**config.mk**
```make
export PLATFORM = sky130hd
export DESIGN_NAME = stall_scheduler_flat
export DESIGN_NICKNAME = d
export VERILOG_FILES = /design/src/rtl/stall_scheduler_if.sv /design/src/rtl/stall_scheduler.sv /design/src/flat_wrapper.sv
export SDC_FILE = /design/constraint.sdc
export NUM_CORES = 1
export LEC_CHECK = 0
export CAP_MARGIN = 20
export CORE_MARGIN = 3
export CORE_UTILIZATION = 50
export CTS_BUF_LIST = sky130_fd_sc_hd__clkbuf_4 sky130_fd_sc_hd__clkbuf_8
export DETAILED_ROUTE_END_ITERATION = 8
export PLACE_DENSITY_LB_ADDON = 0.12
export REMOVE_ABC_BUFFERS = 1
export SYNTH_ARGS = -nofsm -noshare
export SYNTH_HDL_FRONTEND = slang
export SYNTH_SLANG_ARGS = --single-unit
```
**constraint.sdc**
```tcl
create_clock -name clk -period 2.29 [get_ports clk]
set_input_delay 0.458 -clock clk [delete_from_list [all_inputs] [get_ports clk]]
set_output_delay 0.458 -clock clk [all_outputs]
set_load 0.05 [all_outputs]
```
**src/rtl/stall_scheduler_if.sv**
```systemverilog
// rtl/stall_scheduler_if.sv - stall request / grant bundle between requesters and the stall scheduler
interface stall_scheduler_if;
   logic       en;
   logic [7:0] req;
   logic       done;
   logic       gnt_valid;
   logic [2:0] gnt_idx;
   logic [7:0] gnt_vec;
   logic       stall;
   logic       timeout;

   // Requester / pipeline side: drives enable, requests and done; observes grant.
   modport master (
      output en,
      output req,
      output done,
      input  gnt_valid,
      input  gnt_idx,
      input  gnt_vec,
      input  stall,
      input  timeout
   );

   // Scheduler side.
   modport slave (
      input  en,
      input  req,
      input  done,
      output gnt_valid,
      output gnt_idx,
      output gnt_vec,
      output stall,
      output timeout
   );
endinterface

```
**src/rtl/stall_scheduler.sv**
```systemverilog
// rtl/stall_scheduler.sv - fixed-priority stall arbiter holding a registered grant with timeout
module stall_scheduler #(
   parameter int TIMEOUT = 16,
   parameter int CNT_W   = 8
) (
   input  logic               clk,
   input  logic               rst_n,
   stall_scheduler_if.slave   bus
);

   typedef enum logic [1:0] {
      IDLE  = 2'd0,
      GRANT = 2'd1,
      GAP   = 2'd2
   } state_t;

   // Counter value seen on the last permitted GRANT cycle.
   localparam logic [CNT_W-1:0] CNT_LAST = CNT_W'(TIMEOUT - 1);
   localparam logic [CNT_W-1:0] CNT_MAX  = {CNT_W{1'b1}};

   state_t           state_q,     state_d;
   logic             gnt_valid_q, gnt_valid_d;
   logic [2:0]       gnt_idx_q,   gnt_idx_d;
   logic [7:0]       gnt_vec_q,   gnt_vec_d;
   logic             timeout_q,   timeout_d;
   logic [CNT_W-1:0] cnt_q,       cnt_d;

   logic [2:0]       pick_idx;
   logic             req_any;
   logic             owner_req;

   // Lowest set bit wins; bit 0 is the highest-priority requester.
   function automatic logic [2:0] lowest_set(input logic [7:0] v);
      logic [2:0] r;
      r = 3'd0;
      for (int i = 7; i >= 0; i--) begin
         if (v[i]) begin
            r = 3'(i);
         end
      end
      return r;
   endfunction

   assign req_any   = |bus.req;
   assign pick_idx  = lowest_set(bus.req);
   assign owner_req = bus.req[gnt_idx_q];

   // Next-state and registered-output selection; exits from GRANT are checked in priority order.
   always_comb begin
      state_d     = state_q;
      gnt_valid_d = gnt_valid_q;
      gnt_idx_d   = gnt_idx_q;
      gnt_vec_d   = gnt_vec_q;
      cnt_d       = cnt_q;
      timeout_d   = 1'b0;

      case (state_q)
         IDLE: begin
            cnt_d = '0;
            if (bus.en && req_any) begin
               state_d     = GRANT;
               gnt_valid_d = 1'b1;
               gnt_idx_d   = pick_idx;
               gnt_vec_d   = 8'd1 << pick_idx;
            end
         end

         GRANT: begin
            if (cnt_q != CNT_MAX) begin
               cnt_d = cnt_q + 1'b1;
            end
            if (!bus.en) begin
               // Abort: straight back to IDLE, no turnaround, no timeout pulse.
               state_d     = IDLE;
               gnt_valid_d = 1'b0;
               gnt_vec_d   = 8'h00;
               cnt_d       = '0;
            end else if (bus.done || !owner_req) begin
               state_d     = GAP;
               gnt_valid_d = 1'b0;
               gnt_vec_d   = 8'h00;
               cnt_d       = '0;
            end else if (cnt_q == CNT_LAST) begin
               state_d     = GAP;
               gnt_valid_d = 1'b0;
               gnt_vec_d   = 8'h00;
               cnt_d       = '0;
               timeout_d   = 1'b1;
            end
         end

         GAP: begin
            // One turnaround cycle; done and requests are ignored here.
            state_d = IDLE;
            cnt_d   = '0;
         end

         default: begin
            state_d     = IDLE;
            gnt_valid_d = 1'b0;
            gnt_vec_d   = 8'h00;
            cnt_d       = '0;
         end
      endcase
   end

   // State, grant outputs and duration counter register.
   always_ff @(posedge clk or negedge rst_n) begin
      if (!rst_n) begin
         state_q     <= IDLE;
         gnt_valid_q <= 1'b0;
         gnt_idx_q   <= 3'd0;
         gnt_vec_q   <= 8'h00;
         timeout_q   <= 1'b0;
         cnt_q       <= '0;
      end else begin
         state_q     <= state_d;
         gnt_valid_q <= gnt_valid_d;
         gnt_idx_q   <= gnt_idx_d;
         gnt_vec_q   <= gnt_vec_d;
         timeout_q   <= timeout_d;
         cnt_q       <= cnt_d;
      end
   end

   assign bus.gnt_valid = gnt_valid_q;
   assign bus.gnt_idx   = gnt_idx_q;
   assign bus.gnt_vec   = gnt_vec_q;
   assign bus.timeout   = timeout_q;
   // Stall covers the request window, ownership and the turnaround cycle.
   assign bus.stall     = (state_q == GRANT) | (state_q == GAP) | (bus.en & req_any);

endmodule

```
**src/flat_wrapper.sv**
```systemverilog
// flat-port wrapper written by rule: the top's interface ports become plain ports
module stall_scheduler_flat 
#(
   parameter int TIMEOUT = 16,
   parameter int CNT_W   = 8
)
  (clk, rst_n, bus_en, bus_req, bus_done, bus_gnt_valid, bus_gnt_idx, bus_gnt_vec, bus_stall, bus_timeout);
  stall_scheduler_if bus_i ();
  input  logic clk;
  input  logic rst_n;
  input wire logic [$bits(bus_i.en)-1:0] bus_en;
  input wire logic [$bits(bus_i.req)-1:0] bus_req;
  input wire logic [$bits(bus_i.done)-1:0] bus_done;
  output wire logic [$bits(bus_i.gnt_valid)-1:0] bus_gnt_valid;
  output wire logic [$bits(bus_i.gnt_idx)-1:0] bus_gnt_idx;
  output wire logic [$bits(bus_i.gnt_vec)-1:0] bus_gnt_vec;
  output wire logic [$bits(bus_i.stall)-1:0] bus_stall;
  output wire logic [$bits(bus_i.timeout)-1:0] bus_timeout;
  assign bus_i.en = bus_en;
  assign bus_i.req = bus_req;
  assign bus_i.done = bus_done;
  assign bus_gnt_valid = bus_i.gnt_valid;
  assign bus_gnt_idx = bus_i.gnt_idx;
  assign bus_gnt_vec = bus_i.gnt_vec;
  assign bus_stall = bus_i.stall;
  assign bus_timeout = bus_i.timeout;
  stall_scheduler #(.TIMEOUT(TIMEOUT), .CNT_W(CNT_W)) u_core (.clk(clk), .rst_n(rst_n), .bus(bus_i));
endmodule
```
==> results.tsv <==
metric	value	unit
DRT Pass-1 Iters	4	
Syn Std Cell Area	1340	sq um
WL final	3.02	mm
FMAX	453	MHz
Diodes inserted	0	
number of standard cells in the layout, taps in and fillers out	213	
core area	2500	sq um
GPL Wtd Cong	0.854	
placed insts	207	
Port Buffers	25	
GRT met2 Usage	30.6	%
Synth cell types	39	
Tmin final	2.21	ns
CP top delay family	buffers and inverters	
routing usage on met3	5.12	%
max-slew violations	0	
Startpoint Class	input port	
Clk Latency, worst-skew pair	0.31	ns
peak supply drop	730	uV
max-cap viol count	0	
Antenna Violating Nets Remaining	0	
pin count of the biggest net entering global routing	24	
Worst-Margin Slew	0.534	ns
post-cts hold buffer count	0	
post-synthesis async set-or-reset flop share	100	%
Final Hold Fails	0	
Multi-input gate area	743	sq um
1st-iter DRT viols	27	
R2R cell count	5	
Worst Skew	0.00519	ns
fillers	189	
predominant post-synthesis flop cell	dfrtp_1	
# rows	18	
DIE HEIGHT	57.7	um
CTS tree	done	
Clock Tree Root	clkbuf_4	
DR DRC count	0	
Longest Clk Path Bufs	2	
H-tree depth	1	
initial antenna violation count	0	
dpl hpwl	2.22	mm
grt peak-use layer	met2	
headroom to the max-slew limit	64.1	%
Cell Chain, Critical Path	clkdlybuf4s50_1, or4_4, o21ai_4, nand2b_1, buf_6	
clk slew on worst S/H paths	0.12	ns
fin crit share	96.5	%
synth top area cells	dfrtp_1 43%, mux2_2 8.4%, nor2_1 4.2%, ha_1 3.7%, nor3_1 3.4%	
post-synthesis sequential area ratio	43.1	%
number of buffers created by CTS	3	
share of layout cells above drive strength 1	26.2	%
RSZ-0062 raised after global routing	no	
Largest stage delay, worst path	0.45	ns
Critical Path Slowest Stage Cell	or4_4	
leading cell types by count after synthesis	23 x dfrtp_1, 15 x nor2_1, 10 x mux2_2	
gr ovfl total	0	
r2r setup slk	0.17	ns
r2r endpoint	u_core.bus.gnt_vec[0]	
Layout Nets	200	
first-pass GRT wire length	5.11	mm
Post-Synthesis Cells	134	
starting density of the core	53.4	%
share of Yosys cell area claimed by the top area cell type	43.1	%
die width	57.7	um
vias in the first global route	1157	
Tot GR Track Use	19.8	%
Worst Setup End Kind	output port	
top-count cell post-synth	dfrtp_1	
status	complete, no violations	
Post-synth EDFFs	0	
Wirelength per Cell	14.2	um
Worst Path Arrival	1.75	ns
die area	3330	sq um
Max Fanout on Critical Path	2	
synth warn	0	
P per Cell Area	860	nW/um^2
Syn Area/Cell	9.96	sq um
Final setup viols	0	
Hold Crit Class	input port to async pin	
area delta synth->final	38.0	%
register area	576	sq um
Via Count	1188	
Clock Sinks	23	
via-per-instance ratio	5.58	
reg-to-reg critical path startpoint	u_core.cnt_q[5]	
total power	1.58	mW
Lkg Pwr	0.853	nW
crit path buf inv count	2	
Ports	26	
Synth area leader	dfrtp_1	
met1 Use GR	27.2	%
Crit Path Class	input port to output port	
critical path required time	1.83	ns
#FFs+latches synth	23	
cell type report:
cell class / count / share of cell area, %
multi-input cells: 103 / 40.4
clock buffers: 4 / 1.63
inverters: 5 / 1.02
flip-flops and latches: 23 / 31.2
well taps: 30 / 2.04
repair buffers: 48 / 23.7
report_power, final:
| group | switching, mW | leakage (nW) | internal, mW | total (mW) |
|---|---|---|---|---|
| Clock | 0.116 | 0.0184 | 0.0798 | 0.196 |
| Combinational | 0.474 | 0.522 | 0.369 | 0.843 |
| Sequential | 0.0697 | 0.312 | 0.475 | 0.545 |
how the worst max path moves through the flow:
stage                                      end                   from  cells past startpoint
after global placement               bus_stall             bus_req[1]                      5
after detailed placement             bus_stall             bus_req[1]                      5
after global routing                 bus_stall             bus_req[4]                      5
after CTS                            bus_stall             bus_req[7]                      5
final                                bus_stall             bus_req[4]                      5
after floorplan           u_core.bus.gnt_valid  u_core.bus.gnt_idx[0]                      5
state kept, by name (all words and copies together) (netlist names):
signal / count
u_core.bus.timeout: 1
u_core.cnt_q: 8
u_core.bus.gnt_idx: 3
u_core.bus.gnt_valid: 1
u_core.bus.gnt_vec: 8
u_core.state_q: 2
cell families after synthesis:
kind of cell / share of synthesized area (%)
xor+xnor: 0.656
fa+ha+maj: 3.75
simple gates: 22.9
buf+inv: 2.34
compound gates: 15.8
flops: 43.1
mux: 11.4
cell usage in the layout (no fill, tap or decap), drive strengths merged, types with 2 or more instances in the layout:
cell and n:
dlymetal6s2s 2, nor4 2, and3 2, clkdlybuf4s50 18, ha 4, nor3 9
o31ai 2, nor3b 2, buf 24, or3 2, nand2 8, mux2 10
nand3 3, nand2b 3, dlygate4sd2 4, dfrtp 23, a21oi 6, mux2i 4
o311a 2, o21ai 5, a22oi 3, clkbuf 4, or4 2, nor2 15
inv 5, nor2b 5
worst reg2reg max path, cell delays in order, from the launching register on:
cell	delay, ns
dfrtp_1	0.45
or3_4	0.41
or3_4	0.37
a221oi_4	0.27
buf_12	0.17
mux2_2	0.34
routing by layer:
layer | vias to the layer above | routed length, um
met5 | - | 0
met4 | 0 | 19
met3 | 2 | 134
met2 | 27 | 1380
met1 | 566 | 1480
li1 | 593 | -
repair_timing:
| item | in CTS | in global routing |
|---|---|---|
| setup buffers | 2 | 0 |
| endpoints found under the setup margin | 1 | 1 |
| pin swaps | 3 | 1 |
| gates resized for setup | 7 | 3 |
stage by stage:
step	cell area, sq um	util [%]	hold slack, ns	setup TNS (ns)	setup WS [ns]
after global placement	1780	71.1	0.489	-1.31	-0.189
final	1840	73.7	0.492	0	0.0801
after CTS	1830	73.2	0.492	0	0.0150
after floorplan	1320	-	0.162	0	0.0456
after detailed placement	1780	71.1	0.496	-1.70	-0.219
after global routing	1840	73.7	0.504	0	0.0306
(Power assumes the default switching activity.)
